### src/rtl/hiscore_pkg.sv
// Shared definitions for the high-score upload path: config record layout,
// reader FSM states and the stored region format.
package hiscore_pkg;

    localparam int REC_BYTES = 8;
    localparam int REC_SHIFT = $clog2(REC_BYTES);

    localparam logic [REC_SHIFT-1:0] FLD_START_B0 = 3'd0;
    localparam logic [REC_SHIFT-1:0] FLD_START_B1 = 3'd1;
    localparam logic [REC_SHIFT-1:0] FLD_START_B2 = 3'd2;
    localparam logic [REC_SHIFT-1:0] FLD_START_B3 = 3'd3;
    localparam logic [REC_SHIFT-1:0] FLD_LEN_HI   = 3'd4;
    localparam logic [REC_SHIFT-1:0] FLD_LEN_LO   = 3'd5;
    localparam logic [REC_SHIFT-1:0] FLD_LAST     = 3'd7;

    localparam int REGION_ADDR_W = 16;

    typedef enum logic [2:0] {
        ST_IDLE    = 3'd0,
        ST_SETTLE  = 3'd1,
        ST_READY   = 3'd2,
        ST_FETCH   = 3'd3,
        ST_PRESENT = 3'd4
    } state_t;

    typedef struct packed {
        logic [REGION_ADDR_W-1:0] start;
        logic [15:0]              len;
    } region_t;

endpackage

### src/rtl/hiscore_cfg_table.sv
// Region table: parses 8-byte config records and serves the first non-empty
// region at or after the requested entry index.
module hiscore_cfg_table
    import hiscore_pkg::*;
#(
    parameter int ADDR_W  = 16,
    parameter int ENTRIES = 8
) (
    input  logic              clk_sys,
    input  logic              reset_n,
    input  logic              clear,
    input  logic              wr,
    input  logic [24:0]       addr,
    input  logic [7:0]        data,
    input  logic [3:0]        entry,
    output logic [3:0]        eff_entry,
    output logic [ADDR_W-1:0] start,
    output logic [15:0]       len,
    output logic [3:0]        cfg_count,
    output logic              cfg_ovf
);

    localparam int IDX_W = (ENTRIES > 1) ? $clog2(ENTRIES) : 1;
    localparam int REC_W = 25 - REC_SHIFT;
    localparam logic [REC_W-1:0] ENTRIES_REC = REC_W'(ENTRIES);

    region_t             table_r [ENTRIES];
    logic [31:0]         start_acc_r;
    logic [15:0]         len_acc_r;
    logic [3:0]          count_r;
    logic                ovf_r;
    logic [REC_W-1:0]    rec_s;
    logic [REC_SHIFT-1:0] byte_s;
    logic                rec_ok_s;
    logic [3:0]          rec_cnt_s;
    logic [3:0]          eff_s;
    logic                found_s;

    assign rec_s     = addr[24:REC_SHIFT];
    assign byte_s    = addr[REC_SHIFT-1:0];
    assign rec_ok_s  = (rec_s < ENTRIES_REC);
    assign rec_cnt_s = 4'(rec_s) + 4'd1;

    // Record assembly, commit on the last byte, count/overflow tracking.
    always_ff @(posedge clk_sys or negedge reset_n) begin
        if (!reset_n) begin
            for (int i = 0; i < ENTRIES; i++) begin
                table_r[i] <= '0;
            end
            start_acc_r <= 32'd0;
            len_acc_r   <= 16'd0;
            count_r     <= 4'd0;
            ovf_r       <= 1'b0;
        end else begin
            if (wr) begin
                case (byte_s)
                    FLD_START_B0: start_acc_r[31:24] <= data;
                    FLD_START_B1: start_acc_r[23:16] <= data;
                    FLD_START_B2: start_acc_r[15:8]  <= data;
                    FLD_START_B3: start_acc_r[7:0]   <= data;
                    FLD_LEN_HI:   len_acc_r[15:8]    <= data;
                    FLD_LEN_LO:   len_acc_r[7:0]     <= data;
                    FLD_LAST: begin
                        if (rec_ok_s) begin
                            table_r[rec_s[IDX_W-1:0]] <= '{
                                start: REGION_ADDR_W'(start_acc_r[ADDR_W-1:0]),
                                len:   len_acc_r
                            };
                            if (rec_cnt_s > count_r) begin
                                count_r <= rec_cnt_s;
                            end
                        end else begin
                            ovf_r <= 1'b1;
                        end
                    end
                    default: ;
                endcase
            end
            if (clear) begin
                count_r <= 4'd0;
                ovf_r   <= 1'b0;
            end
        end
    end

    // Zero-length regions are skipped here so the reader never addresses them.
    always_comb begin
        eff_s   = count_r;
        found_s = 1'b0;
        for (int i = 0; i < ENTRIES; i++) begin
            if (!found_s && (4'(i) >= entry) && (4'(i) < count_r) &&
                (table_r[i].len != 16'd0)) begin
                eff_s   = 4'(i);
                found_s = 1'b1;
            end else begin
                eff_s = eff_s;
            end
        end
    end

    // Region fields of the selected entry; zero when the table is exhausted.
    always_comb begin
        if (eff_s < count_r) begin
            start = ADDR_W'(table_r[eff_s[IDX_W-1:0]].start);
            len   = table_r[eff_s[IDX_W-1:0]].len;
        end else begin
            start = '0;
            len   = 16'd0;
        end
    end

    assign eff_entry = eff_s;
    assign cfg_count = count_r;
    assign cfg_ovf   = ovf_r;

endmodule

### src/rtl/hiscore_upload.sv
// High-score upload reader: pauses the core, then streams game RAM bytes of the
// configured regions onto ioctl_din with ioctl_wait handshaking.
module hiscore_upload
    import hiscore_pkg::*;
#(
    parameter int ADDR_W    = 16,
    parameter int ENTRIES   = 8,
    parameter int CFG_INDEX = 3,
    parameter int HS_INDEX  = 4,
    parameter int RAM_LAT   = 2,
    parameter int SETTLE    = 255
) (
    input  logic              clk_sys,
    input  logic              reset_n,
    input  logic              ioctl_download,
    input  logic              ioctl_upload,
    input  logic [7:0]        ioctl_index,
    input  logic              ioctl_wr,
    input  logic [24:0]       ioctl_addr,
    input  logic [7:0]        ioctl_dout,
    input  logic              ioctl_rd,
    output logic [7:0]        ioctl_din,
    output logic              ioctl_wait,
    output logic [ADDR_W-1:0] ram_address,
    input  logic [7:0]        ram_data,
    output logic              pause,
    output logic [3:0]        cfg_count,
    output logic              cfg_ovf
);

    localparam logic [8:0] SETTLE_LAST = 9'(SETTLE);
    localparam logic [3:0] LAT_LAST    = 4'(RAM_LAT);

    state_t            state_r, state_s;
    logic [8:0]        settle_r, settle_s;
    logic [3:0]        lat_r, lat_s;
    logic [3:0]        entry_r, entry_s;
    logic [15:0]       offset_r, offset_s;
    logic [7:0]        din_r, din_s;
    logic              wait_r, wait_s;
    logic              pause_r, pause_s;
    logic [ADDR_W-1:0] addr_r, addr_s;
    logic              upload_q_r, download_q_r;
    logic              upload_rise_s, upload_fall_s;
    logic              cfg_sel_s, cfg_wr_s, cfg_clear_s;
    logic [3:0]        eff_entry_s;
    logic [ADDR_W-1:0] tbl_start_s;
    logic [15:0]       tbl_len_s;

    // Config traffic is only accepted while no upload is in progress.
    assign cfg_sel_s     = ioctl_download & (ioctl_index == 8'(CFG_INDEX)) &
                           ~ioctl_upload & (state_r == ST_IDLE);
    assign cfg_wr_s      = cfg_sel_s & ioctl_wr;
    assign cfg_clear_s   = cfg_sel_s & ~download_q_r;
    assign upload_rise_s = ioctl_upload & ~upload_q_r & (ioctl_index == 8'(HS_INDEX));
    assign upload_fall_s = ~ioctl_upload & upload_q_r;

    hiscore_cfg_table #(
        .ADDR_W  (ADDR_W),
        .ENTRIES (ENTRIES)
    ) u_table (
        .clk_sys   (clk_sys),
        .reset_n   (reset_n),
        .clear     (cfg_clear_s),
        .wr        (cfg_wr_s),
        .addr      (ioctl_addr),
        .data      (ioctl_dout),
        .entry     (entry_r),
        .eff_entry (eff_entry_s),
        .start     (tbl_start_s),
        .len       (tbl_len_s),
        .cfg_count (cfg_count),
        .cfg_ovf   (cfg_ovf)
    );

    // State, sequencing counters and all registered outputs.
    always_ff @(posedge clk_sys or negedge reset_n) begin
        if (!reset_n) begin
            state_r      <= ST_IDLE;
            settle_r     <= 9'd0;
            lat_r        <= 4'd0;
            entry_r      <= 4'd0;
            offset_r     <= 16'd0;
            din_r        <= 8'd0;
            wait_r       <= 1'b0;
            pause_r      <= 1'b0;
            addr_r       <= '0;
            upload_q_r   <= 1'b0;
            download_q_r <= 1'b0;
        end else begin
            state_r      <= state_s;
            settle_r     <= settle_s;
            lat_r        <= lat_s;
            entry_r      <= entry_s;
            offset_r     <= offset_s;
            din_r        <= din_s;
            wait_r       <= wait_s;
            pause_r      <= pause_s;
            addr_r       <= addr_s;
            upload_q_r   <= ioctl_upload;
            download_q_r <= ioctl_download;
        end
    end

    // Next-state and next-output logic of the reader.
    always_comb begin
        state_s  = state_r;
        settle_s = settle_r;
        lat_s    = lat_r;
        entry_s  = entry_r;
        offset_s = offset_r;
        din_s    = din_r;
        wait_s   = wait_r;
        pause_s  = pause_r;
        addr_s   = addr_r;
        if (upload_fall_s) begin
            state_s = ST_IDLE;
            pause_s = 1'b0;
            wait_s  = 1'b0;
        end else begin
            case (state_r)
                ST_IDLE: begin
                    din_s = 8'd0;
                    if (upload_rise_s) begin
                        pause_s  = 1'b1;
                        wait_s   = 1'b1;
                        settle_s = 9'd0;
                        entry_s  = 4'd0;
                        offset_s = 16'd0;
                        state_s  = ST_SETTLE;
                    end else begin
                        pause_s = 1'b0;
                        wait_s  = 1'b0;
                    end
                end
                ST_SETTLE: begin
                    if (settle_r == SETTLE_LAST) begin
                        wait_s  = 1'b0;
                        state_s = ST_READY;
                    end else begin
                        settle_s = settle_r + 9'd1;
                    end
                end
                ST_READY: begin
                    if (ioctl_rd) begin
                        wait_s = 1'b1;
                        if (eff_entry_s < cfg_count) begin
                            addr_s  = tbl_start_s + ADDR_W'(offset_r);
                            entry_s = eff_entry_s;
                            lat_s   = 4'd0;
                            state_s = ST_FETCH;
                        end else begin
                            din_s   = 8'd0;
                            state_s = ST_PRESENT;
                        end
                    end else begin
                        state_s = ST_READY;
                    end
                end
                ST_FETCH: begin
                    if (lat_r == LAT_LAST) begin
                        din_s   = ram_data;
                        state_s = ST_PRESENT;
                        if ((offset_r + 16'd1) == tbl_len_s) begin
                            entry_s  = entry_r + 4'd1;
                            offset_s = 16'd0;
                        end else begin
                            offset_s = offset_r + 16'd1;
                        end
                    end else begin
                        lat_s = lat_r + 4'd1;
                    end
                end
                ST_PRESENT: begin
                    wait_s  = 1'b0;
                    state_s = ST_READY;
                end
                default: begin
                    state_s = ST_IDLE;
                    pause_s = 1'b0;
                    wait_s  = 1'b0;
                end
            endcase
        end
    end

    assign ioctl_din   = din_r;
    assign ioctl_wait  = wait_r;
    assign ram_address = addr_r;
    assign pause       = pause_r;

endmodule
### config.mk
export PLATFORM = sky130hd
export DESIGN_NAME = hiscore_upload
export DESIGN_NICKNAME = d
export VERILOG_FILES = /design/src/rtl/hiscore_pkg.sv /design/src/rtl/hiscore_cfg_table.sv /design/src/rtl/hiscore_upload.sv
export SDC_FILE = /design/constraint.sdc
export NUM_CORES = 1
export LEC_CHECK = 0
export ABC_AREA = 1
export CAP_MARGIN = 0
export CELL_PAD_IN_SITES_DETAIL_PLACEMENT = 1
export CELL_PAD_IN_SITES_GLOBAL_PLACEMENT = 1
export CORE_MARGIN = 8
export CORE_UTILIZATION = 35
export CTS_BUF_LIST = sky130_fd_sc_hd__clkbuf_16
export DETAILED_ROUTE_END_ITERATION = 6
export GPL_TIMING_DRIVEN = 1
export PLACE_DENSITY = 0.66
export RECOVER_POWER = 100
export SLEW_MARGIN = 20
export SYNTH_ARGS = -nofsm -noshare
export SYNTH_HDL_FRONTEND = slang
export SYNTH_SLANG_ARGS = --single-unit
### constraint.sdc
create_clock -name clk_sys -period 9.6 [get_ports clk_sys]
set_clock_uncertainty 0.05 [all_clocks]
set_input_delay 0.96 -clock clk_sys [delete_from_list [all_inputs] [get_ports clk_sys]]
set_output_delay 0.96 -clock clk_sys [all_outputs]
set_load 0.05 [all_outputs]
[Word-level counts from Yosys, hierarchy flattened]
Index checks and enable logic that the tools add are counted.
Word-level totals
  register bits after elaboration: 357
  bits in latches: 0
  memory bits (writable): 0
  ROM bits: 0
  input bits: 55
  logic and storage cells: 235
  memories: 0
Operators by class
  add/sub/neg operators: 6
  $mul: 0
  divide/modulo/power cells: 0
  order comparisons: 22
  equal/unequal tests: 29
  shift operators: 0
  muxes and demuxes: 67
  bitwise logic cells: 14
  reductions and logical operators: 64
Operators by type and width (number)
  bitwise mux 256 bit: 1
  nonzero test 16 bit: 8
  binary-select mux 32 bit (select 3 bit): 1
  demux 32 bit (select 3 bit): 1
  2-to-1 mux 32 bit: 3
  2-to-1 mux 4 bit: 21
  2-to-1 mux 16 bit: 5
  case mux 16 bit (2 select lines): 1
  logical AND 1 bit: 24
  2-to-1 mux 8 bit: 3
  case mux 8 bit (3 select lines): 1
  < comparator 22 x 4 -> 1 bit (second input constant): 1
  inequality test 2 bit (second input constant): 10
  2-to-1 mux 3 bit: 6
  2-to-1 mux 9 bit: 2
  case mux 9 bit (2 select lines): 1
  adder 16 x 1 -> 16 bit (second input constant): 1
  adder 16 bit: 1
  equality test 16 bit: 1
  >= comparator 3 x 4 -> 1 bit (first input constant): 4
  < comparator 3 x 4 -> 1 bit (first input constant): 4
  2-to-1 mux 1 bit: 16
  AND reduction 4 bit: 4
  case mux 3 bit (5 select lines): 1
  35 further kinds: 81

[Longest topological paths before layout]
Gate-level depths: netlist of the first run.
  word-level depth: 48
  mapped depth: 41
  mapped depth without buffers: 38

[Modules after synthesis]
Synthesis of the first run repeated with hierarchy kept, for this count alone.
Unflattened totals
  cells, all modules: 2637
  area, all modules: 19570.0 um^2
Modules (own cells, without submodules)
  hiscore_cfg_table: times used 1, cells each 2013, area each 15018.2 um^2, sequential area each 7332.0 um^2
  hiscore_upload: times used 1, cells each 624, area each 4551.9 um^2, sequential area each 1601.5 um^2

[Least setup slack after synthesis of the first run]
No wires, ideal clock.
  kind: register -> register
  start point: register u_table.count_r[1], in the netlist u_table.cfg_count[1]
  end point: register addr_r[12], in the netlist ram_address[12]
  setup time: 0.083 ns
  arrival time: 5.455 ns
  slack: 4.012 ns
  cell stages (with the launch flop): 38
  clock period less this slack: 5.588 ns
  path through: dfrtp_1 inv_1 a21oi_1 nand2_2 nand3_1 nor2_2 nand3_1 nand3_1 nand3_1 buf_2 buf_2 buf_1 ha_1 nand2_1 nand2_1 a21boi_4 buf_6 inv_2 (+2 left out) ha_1 inv_1 fa_1 nand3b_1 and2_1 nor2_1 nor2_1 o21bai_1 a21o_1 a21oi_1 nor2_1 o21ai_0 nand2_1 a21oi_1 nor2_1 nor2_1 xor2_1 o21ai_0
On the way
  longest elaborated chain between the ends: 45
Ends and longest elaborated chain
  start, declared: RTL line hiscore_cfg_table.sv:30  | logic [3:0] count_r;
  start signal, assigned: RTL line hiscore_cfg_table.sv:70  | count_r <= rec_cnt_s;
  < comparator 1 x 4 -> 1 bit: RTL line hiscore_cfg_table.sv:91  | if (!found_s && (4'(i) >= entry) && (4'(i) < count_r) &&
  logical AND 1 bit (2 in series): RTL line hiscore_cfg_table.sv:91
  2-to-1 mux 1 bit: RTL line hiscore_cfg_table.sv:91
  zero test 1 bit: RTL line hiscore_cfg_table.sv:91
  logical AND 1 bit (3 in series): RTL line hiscore_cfg_table.sv:91
  2-to-1 mux 1 bit: RTL line hiscore_cfg_table.sv:91
  zero test 1 bit: RTL line hiscore_cfg_table.sv:91
  logical AND 1 bit (3 in series): RTL line hiscore_cfg_table.sv:91
  (+21 left out)
  zero test 1 bit: RTL line hiscore_cfg_table.sv:91
  logical AND 1 bit (3 in series): RTL line hiscore_cfg_table.sv:91
  2-to-1 mux 4 bit: RTL line hiscore_cfg_table.sv:91
  NOT 3 -> 4 bit (implied by the code): RTL line hiscore_cfg_table.sv:104  | start = ADDR_W'(table_r[eff_s[IDX_W-1:0]].start);
  binary-select mux 32 bit (select 3 bit): RTL line hiscore_cfg_table.sv:104
  2-to-1 mux 32 bit (implied by the code) (2 in series): RTL line hiscore_cfg_table.sv:104
  2-to-1 mux 16 bit: RTL line hiscore_cfg_table.sv:103  | if (eff_s < count_r) begin
  adder 16 bit: RTL line hiscore_upload.sv:148  | addr_s = tbl_start_s + ADDR_W'(offset_r);
  end signal, assigned: RTL line hiscore_upload.sv:99  | addr_r <= addr_s;
  end, declared: RTL line hiscore_upload.sv:42  | logic [ADDR_W-1:0] addr_r, addr_s;
Several ways; a longest one is shown, not always the timed one. The select of a mux whose other input is x is not followed.
A chain may end at the register's enable or synchronous reset.

[Final worst setup path of the first run]
  start point: register entry_r[0]
  end point: register addr_r[12], in the netlist ram_address[12]
On the way
  longest elaborated chain between the ends: 45
Ends and longest elaborated chain
  start, declared: RTL line hiscore_upload.sv:37  | logic [3:0] entry_r, entry_s;
  start signal, assigned: RTL line hiscore_upload.sv:94  | entry_r <= entry_s;
  >= comparator 1 x 4 -> 1 bit: RTL line hiscore_cfg_table.sv:91
  logical AND 1 bit (2 in series): RTL line hiscore_cfg_table.sv:91
  2-to-1 mux 1 bit: RTL line hiscore_cfg_table.sv:91
  zero test 1 bit: RTL line hiscore_cfg_table.sv:91
  logical AND 1 bit (3 in series): RTL line hiscore_cfg_table.sv:91
  2-to-1 mux 1 bit: RTL line hiscore_cfg_table.sv:91
  zero test 1 bit: RTL line hiscore_cfg_table.sv:91
  logical AND 1 bit (3 in series): RTL line hiscore_cfg_table.sv:91
  (+21 left out)
  zero test 1 bit: RTL line hiscore_cfg_table.sv:91
  logical AND 1 bit (3 in series): RTL line hiscore_cfg_table.sv:91
  2-to-1 mux 4 bit *: RTL line hiscore_cfg_table.sv:91
  NOT 3 -> 4 bit (implied by the code): RTL line hiscore_cfg_table.sv:104
  binary-select mux 32 bit (select 3 bit): RTL line hiscore_cfg_table.sv:104
  2-to-1 mux 32 bit (implied by the code) (2 in series): RTL line hiscore_cfg_table.sv:104
  2-to-1 mux 16 bit: RTL line hiscore_cfg_table.sv:103
  adder 16 bit: RTL line hiscore_upload.sv:148
Mark *: on every way between the ends. The rest lies on a longest branch, timed or not. The select of a mux whose other input is x is not followed.

==> reports/metrics.yaml, run 1 <==
drt:
  drc: 0
  wire_per_inst_um: 19.8
  vias: 16300
  wl_um: 61100
  via_per_inst: 5.27
  detail-route-antenna-nets: 0
  firstDrtPassIters: 5
  drt_first_iter_violations: 1252
cells_and_area:
  num_antenna_cells: 0
  design_area_um2: 20600
  seq_area_um2: 8930
  multiInputGateArea_um2: 7990
  area.growth.synth_to_final_pct: 14.4
  layout.cells.most_common: "nand2_1"
  layout_common_cells: "nand2_1, dfrtp_1, o21ai_0"
  layout.nets: 2462
  drive_gt1_share_pct: 3.62
  layout.cells.non_filler: 3085
  fillers: 6239
grt:
  antenna_found_initial: 0
  overflow: 0
  gr-usage-all-layers_pct: 20.5
  grt_pass1_wl_um: 97100
  first_global_vias: 16700
  grt_start_max_net_pins: 153
worst_setup_path:
  crit_path_start_kind: "flop"
  max_stage_delay_ns: 0.96
  critical_path_class: "reg2reg"
  worstPathMaxFanout: 65
  crit_family: "simple AND/OR/NAND/NOR gates"
  r2r_slack_ns: 2.22
  crit_path_end_kind: "flop"
  cp.required_ns: 9.96
  crit_buf_inv: 5
  cp.arrival_ns: 7.74
  critPathSlowestCell: "nand3_1"
timing:
  setup_tns_ns: 0
  hold_viol_final: 0
  timing.final.crit_share_pct: 76.9
  fin_ws_ns: 2.22
  rsz0062_at_grt: "false"
  finalSetupViolations: 0
  slew_viol_final: 675
  max_freq_mhz: 135
  worstMarginPinSlew_ns: 4.65
  min_period_ns: 7.38
  relSlewSlack_pct: -210
pwr:
  comb_power_share_pct: 14.3
  max-vdd-ir-drop_uv: 124
  intPower_mw: 2.57
  switching_share_pct: 29.3
  pwr-share-clk_pct: 40.8
  p_switching_mw: 1.07
  p_leak_nw: 9.40
  power.density_nw_per_um2: 177
  sequentialPowerShare_pct: 44.9
die:
  dieArea_um2: 58900
  start_util_pct: 35.2
  num_rows: 83
  ios: 86
  coreArea_um2: 51100
  die_x_um: 243
  die_h_um: 243
synth:
  synth_top_family_by_area: "simple AND/OR/NAND/NOR gates"
  synth-seq-cells: 357
  ys_seq_area_share_pct: 49.6
  synth_cells: 2344
  synth_xor_area_share_pct: 1.31
  synth_area_leaders: "dfrtp_1, nand2_1, o21ai_0"
  synth-simple-area-share_pct: 28.2
  synth_area_per_cell_um2: 7.68
  synth_compound_area_share_pct: 12.5
  yosys.area.top_type: "dfrtp_1"
  muxShareOfSynthArea_pct: 0
  yosysUniqueCellTypes: 40
  syn-num-nets: 2431
  synth_top_area_share_pct: 49.6
  synth_area_um2: 18000
  yosysWarnings: 0
  synthAdderAreaFrac_pct: 2.27
clock_tree:
  cts_setup_buffers: 0
  cts_root_buffer: "clkbuf_16"
  ctsResizeCount: 0
  clk_latency_ns: 0.56
  htree_levels: 2
  cts_sinks: 357
  cts_tree: "done"
  clkSlewWorstSetupHoldPaths_ns: 0.06
  cts_made_buffers: 42
  clock_path_buffers: 3
  hold_buffers: 0
place:
  dp_slack_ns: 3.08
  io_buffers: 85
  place_area_um2: 19400
  dpl.hpwl_um: 39900
  place_congestion: 0.820
  placed_cells: 3011
flow_run:
  max-cap-violations: 10
outcome:
  failed_checks: "capacitance limit, slew limit"
  status: "complete, but fails checks"
hold_path:
  hold_class: "reg2reg"
registers in the layout (all words and copies together) (netlist names):
name                 count
entry_r                  4
state_r                  3
u_table.table_r        256
ram_address             16
u_table.len_acc_r       16
download_q_r             1
u_table.cfg_ovf          1
settle_r                 9
u_table.cfg_count        4
lat_r                    4
u_table.start_acc_r     16
pause                    1
ioctl_din                8
offset_r                16
upload_q_r               1
ioctl_wait               1
power groups by stage:
stage / Clock (mW) / Sequential (mW) / Combinational, mW
after floorplan: 0 / 1.70 / 0.276
after global placement: 0 / 1.66 / 0.523
after detailed placement: 0 / 1.66 / 0.533
after CTS: 1.53 / 1.64 / 0.536
after global routing: 1.58 / 1.64 / 0.581
final: 1.48 / 1.63 / 0.519
cell usage after synthesis (all sizes together):
| master | instances |
|---|---|
| fa | 1 |
| clkbuf | 72 |
| o211ai | 1 |
| nor3 | 31 |
| xnor2 | 4 |
| o221ai | 1 |
| xor2 | 23 |
| a211oi | 3 |
| and2 | 2 |
| a31oi | 2 |
| clkinv | 1 |
| nand3 | 268 |
| dfrtp | 357 |
| a21o | 1 |
| inv | 154 |
| nand2 | 721 |
| nand3b | 5 |
| o21ai | 337 |
| a21boi | 1 |
| nor2 | 164 |
| buf | 48 |
| a22o | 1 |
| nor3b | 4 |
| ha | 31 |
| o21bai | 1 |
| nor4 | 10 |
| o2111ai | 1 |
| nand4 | 14 |
| o22ai | 19 |
| a21oi | 66 |
area by class of cell:
class | instances | area share [%]
flip-flops and latches | 357 | 43.4
multi-input cells | 1712 | 38.8
clock buffers | 43 | 5.23
repair buffers | 107 | 4.79
well taps | 680 | 4.13
inverters | 155 | 2.83
clock inverters | 31 | 0.814
kinds of logic after synthesis:
group / Yosys count
simple gates: 1219
buf+inv: 275
fa+ha+maj: 32
compound gates: 434
xor+xnor: 27
flops: 357
per-stage QoR:
stage                     power, mW  utilization, %  hold slack, ns
final                          3.64            40.3           0.421
after global routing           3.80            40.3           0.455
after CTS                      3.70            40.5           0.349
after detailed placement       2.20            38.0           0.415
after global placement         2.18            38.0           0.411
after floorplan                1.98               -           0.398
per-layer routing:
layer  up-vias  part of all wire (%)  GRT usage (%)
met2       352                    45           32.8
met1      8085                    47           28.5
met4         0                   2.5           6.03
met5         -                     0              0
li1       7750                     -              -
met3        86                   5.3           3.40
worst paths after layout:
path / start / endpoint / cells after the start
max: entry_r[0] / ram_address[12] / 36
min: ram_address[0] / ram_address[0] / 2
max reg2reg: entry_r[0] / ram_address[12] / 36
min reg2reg: ram_address[0] / ram_address[0] / 2
max in group asynchronous: reset_n / u_table.table_r[219] / 3
min in group asynchronous: reset_n / settle_r[2] / 1
worst reg2reg max path: cells and delay by family (launching register included):
family | cells | cell delay [ns]
simple gates | 17 | 2.61
fa+ha+maj | 4 | 1.38
compound gates | 9 | 1.40
buf+inv | 5 | 1.25
xor+xnor | 1 | 0.13
flops | 1 | 0.43
Power figures use the tool's default switching activity.
==> inputs of run 2 (changes only) <==
==> constraint.sdc (replaced) <==
create_clock -name clk_sys -period 7.6 [get_ports clk_sys]
set_clock_uncertainty 0.05 [all_clocks]
set_input_delay 0.76 -clock clk_sys [delete_from_list [all_inputs] [get_ports clk_sys]]
set_output_delay 0.76 -clock clk_sys [all_outputs]
set_load 0.05 [all_outputs]
==> reports/metrics.yaml, run 2 (synthesis results as in run 1) <==
die:
  dieArea_um2: 58900
  num_rows: 83
  die_x_um: 243
  start_util_pct: 35.2
  ios: 86
  die_h_um: 243
  coreArea_um2: 51100
worst_setup_path:
  r2r_slack_ns: 1.14
  cp.arrival_ns: 6.88
  crit_path_start_kind: "flop"
  worstPathMaxFanout: 22
  critical_path_class: "reg2reg"
  cp.required_ns: 8.03
  timing.rr.end: "ram_address[15]"
  crit_end: "ram_address[15]"
  rr_worst_depth: 32
  r2r_start: "u_table.table_r[143]"
  max_stage_delay_ns: 0.75
  startpoint: "u_table.table_r[143]"
  crit_top_cell: "nand2_1"
  crit_path_end_kind: "flop"
  critPathSlowestCell: "nand3_1"
clock_tree:
  clock_path_buffers: 3
  htree_levels: 2
  ctsResizeCount: 0
  clkSlewWorstSetupHoldPaths_ns: 0.06
  clk_latency_ns: 0.57
  cts_made_buffers: 42
  cts_setup_buffers: 0
  cts_tree: "done"
  cts_root_buffer: "clkbuf_16"
  cts_sinks: 357
  hold_buffers: 0
pwr:
  power.density_nw_per_um2: 226
  p_leak_nw: 9.45
  max-vdd-ir-drop_uv: 134
grt:
  grt_pass1_wl_um: 99400
  gr-usage-all-layers_pct: 21.0
  first_global_vias: 16700
  grt_start_max_net_pins: 166
  overflow: 0
  antenna_found_initial: 0
drt:
  wire_per_inst_um: 20.1
  drc: 0
  via_per_inst: 5.29
  wl_um: 62100
  vias: 16400
  firstDrtPassIters: 5
  drt_first_iter_violations: 1030
  detail-route-antenna-nets: 0
cells_and_area:
  num_antenna_cells: 0
  largest_reg_flops: 256
  drive_gt1_share_pct: 3.77
  layout.cells.most_common: "nand2_1"
  largest-register: "u_table.table_r"
  layout_common_cells: "nand2_1, dfrtp_1, o21ai_0"
  area.growth.synth_to_final_pct: 14.9
  layout.nets: 2468
timing:
  relSlewSlack_pct: -230
  fin_hold_ws_ns: 0.427
  worstMarginPinSlew_ns: 4.95
  min_period_ns: 6.46
  rsz0062_at_grt: "false"
  slew_viol_final: 671
  setup_tns_ns: 0
  max_freq_mhz: 155
  finalSetupViolations: 0
  timing.final.crit_share_pct: 85.0
  hold_viol_final: 0
hold_path:
  hold_class: "reg2reg"
place:
  dpl.hpwl_um: 40600
  io_buffers: 85
  place_congestion: 0.808
outcome:
  failed_checks: "capacitance limit, slew limit"
  status: "complete, but fails checks"
flow_run:
  max-cap-violations: 10
## run 2: cell types whose count changed in the layout (fill, tap and decap cells not counted), sizes merged
| cell | delta |
|---|---|
| bufinv | +2 |
| clkinvlp | +1 |
| clkbuf | +2 |
| inv | +1 |
| clkinv | -3 |
| buf | +4 |
## run 2: routing by layer
metal	wire (um)	share of wire [%]	vias to the layer above	track usage [%]
met5	0	0	-	0
met4	1150	1.9	0	5.11
met3	2580	4.2	65	2.80
met2	28500	46	336	33.7
met1	29900	48	8187	29.8
li1	-	-	7769	-
## run 2: report_power, final
part	switching, mW	internal [mW]	leakage, nW	total (mW)
Combinational	0.446	0.216	3.90	0.661
Sequential	0.0849	1.98	4.89	2.07
Clock	0.827	1.12	0.656	1.95
## run 2: worst max-delay path, delay by kind of cell (launching register included)
kind	cells	cell delay [ns]
AND/OR/NAND/NOR	19	3.34
XOR/XNOR	1	0.15
adder cells (fa/ha/maj)	2	0.93
buffers and inverters	2	0.28
flip-flops	1	0.40
AO/OA/AOI/OAI	8	1.20
## run 2: cell type report
class                      count  area (um^2)
multi-input combinational   1712         8000
tap                          680          851
inverter                     155          582
fill                        6200        30400
clock buffer                  43         1080
clock inverter                32          214
sequential                   357         8930
timing repair buffer         113         1030
## run 2: stage by stage
stage                     utilization [%]  setup slack (ns)  area (um^2)  cells  power [mW]
after floorplan                         -              2.01        18000   2344        2.50
after global placement               38.1              1.74        19500   3017        2.76
after detailed placement             38.1              1.52        19500   3017        2.78
after CTS                            40.6              1.50        20800   3092        4.75
after global routing                 40.5             0.432        20700   3092        4.89
final                                40.5              1.14        20700   3092        4.68
## run 2: worst min path at each step
stage                               startpoint              endpoint  slack (ns)  cells after the start
final                           ram_address[2]        ram_address[2]        0.43                      2
after global routing       u_table.table_r[27]   u_table.table_r[27]        0.45                      2
after CTS                              reset_n           settle_r[2]        0.16                      1
after detailed placement  u_table.table_r[208]  u_table.table_r[208]        0.42                      2
after global placement    u_table.table_r[208]  u_table.table_r[208]        0.41                      2
after floorplan           u_table.table_r[176]  u_table.table_r[176]        0.40                      2
==> inputs of run 3 (changes only) <==
==> constraint.sdc (replaced) <==
create_clock -name clk_sys -period 6.3 [get_ports clk_sys]
set_clock_uncertainty 0.05 [all_clocks]
set_input_delay 0.63 -clock clk_sys [delete_from_list [all_inputs] [get_ports clk_sys]]
set_output_delay 0.63 -clock clk_sys [all_outputs]
set_load 0.05 [all_outputs]
==> reports/metrics.yaml, run 3 (synthesis results as in run 1) <==
drt:
  via_per_inst: 5.22
  vias: 16100
  drt_first_iter_violations: 1189
  drc: 0
  wl_um: 62800
  detail-route-antenna-nets: 0
  wire_per_inst_um: 20.3
  firstDrtPassIters: 5
timing:
  finalSetupViolations: 0
  worstMarginPinSlew_ns: 3.86
  slew_viol_final: 582
  relSlewSlack_pct: -157
  setup_tns_ns: 0
  hold_viol_final: 0
  max_freq_mhz: 176
  rsz0062_at_grt: "false"
  timing.final.crit_share_pct: 90.0
  min_period_ns: 5.67
cells_and_area:
  largest-register: "u_table.table_r"
  seq_area_um2: 8930
  layout_common_cells: "nand2_1, dfrtp_1, o21ai_0"
  layout.nets: 2470
  num_antenna_cells: 0
  largest_reg_flops: 256
  fillers: 6212
  drive_gt1_share_pct: 4.19
  area.growth.synth_to_final_pct: 15.4
  layout.cells.most_common: "nand2_1"
  layout.cells.non_filler: 3090
  design_area_um2: 20800
  multiInputGateArea_um2: 8000
grt:
  overflow: 0
  grt_pass1_wl_um: 99200
  gr-usage-all-layers_pct: 21.0
  first_global_vias: 16700
  antenna_found_initial: 0
  grt_start_max_net_pins: 153
die:
  die_x_um: 243
  coreArea_um2: 51100
  start_util_pct: 35.2
  ios: 86
  die_h_um: 243
  dieArea_um2: 58900
  num_rows: 83
worst_setup_path:
  critical_path_class: "reg2reg"
  critPathSlowestCell: "inv_2"
  cp.arrival_ns: 6.12
  cp.required_ns: 6.75
  crit_family: "simple AND/OR/NAND/NOR gates"
  crit_path_end_kind: "flop"
  worstPathMaxFanout: 24
  max_stage_delay_ns: 0.41
  crit_buf_inv: 2
  crit_top_cell: "nor2_1"
  crit_path_start_kind: "flop"
pwr:
  p_leak_nw: 9.51
  power.density_nw_per_um2: 276
  max-vdd-ir-drop_uv: 176
clock_tree:
  cts_root_buffer: "clkbuf_16"
  clk_latency_ns: 0.58
  htree_levels: 2
  clock_path_buffers: 3
  cts_made_buffers: 43
  clkSlewWorstSetupHoldPaths_ns: 0.06
  cts_sinks: 357
  cts_tree: "done"
place:
  dpl.hpwl_um: 41100
  place_congestion: 0.853
  placed_cells: 3017
  io_buffers: 85
  place_area_um2: 19500
outcome:
  status: "complete, but fails checks"
  failed_checks: "capacitance limit, slew limit"
flow_run:
  max-cap-violations: 9
hold_path:
  hold_class: "reg2reg"
[run 3: changes by cell type in the layout (fill, tap and decap cells not counted), moves of 2 or more]
cell      delta
clkbuf_2     +5
clkinv_2     +3
clkinv_1     -7
buf_12       +2
nand2_1      +2
nand2_2      -2
clkbuf_1     -7
[run 3: final cells by class]
class	instances	area share (%)
clock buffer	44	5.30
clock inverter	28	1.14
inverter	155	2.80
multi-input combinational	1712	38.5
sequential	357	43.0
tap	680	4.09
timing repair buffer	114	5.17
[run 3: path summary, 6_finish.rpt]
path | slack, ns | depth (start not counted) | from | to
setup / recovery | 0.63 | 33 | u_table.table_r[207] | ram_address[12]
min in group asynchronous | 1.88 | 2 | reset_n | settle_r[1]
setup reg to reg | 0.63 | 33 | u_table.table_r[207] | ram_address[12]
max in group asynchronous | 2.11 | 2 | reset_n | u_table.table_r[89]
hold reg to reg | 0.43 | 2 | ram_address[5] | ram_address[5]
hold / removal | 0.43 | 2 | ram_address[5] | ram_address[5]
[run 3: what timing repair did]
item | 4_1_cts | 5_1_grt
hold endpoints to repair | 61 | 0
endpoints found under the setup margin | 0 | 0
hold buffers | 1 | 0
setup buffers | 0 | 0
gates resized for setup | 0 | 0
[run 3: per-stage QoR]
step,setup slack [ns],power [mW],utilization [%],hold slack [ns]
3_5_place_dp,0.852,3.34,38.2,0.423
4_1_cts,0.780,5.81,40.8,0.437
3_3_place_gp,1.04,3.32,38.2,0.412
6_report,0.628,5.73,40.7,0.425
5_1_grt,0.149,5.97,40.7,0.449
2_1_floorplan,0.712,3.02,-,0.284
[run 3: routing by layer]
metal | wire length [um] | GRT usage (%) | vias to the layer above
met3 | 2660 | 3.47 | 71
met1 | 30800 | 29.9 | 7999
met4 | 1140 | 4.74 | 0
met5 | 0 | 0 | -
met2 | 28200 | 33.3 | 308
li1 | - | - | 7763
[run 3: power by group]
part / internal (mW) / total [mW] / switching (mW)
Sequential: 2.39 / 2.48 / 0.0927
Clock: 1.42 / 2.44 / 1.02
Combinational: 0.263 / 0.803 / 0.540
Total: 4.07 / 5.73 / 1.66
[run 3: worst min-delay path: stages, from the launching register on]
cell and delay [ns]:
dfrtp_1 0.34, nand2_1 0.05, o21ai_0 0.05
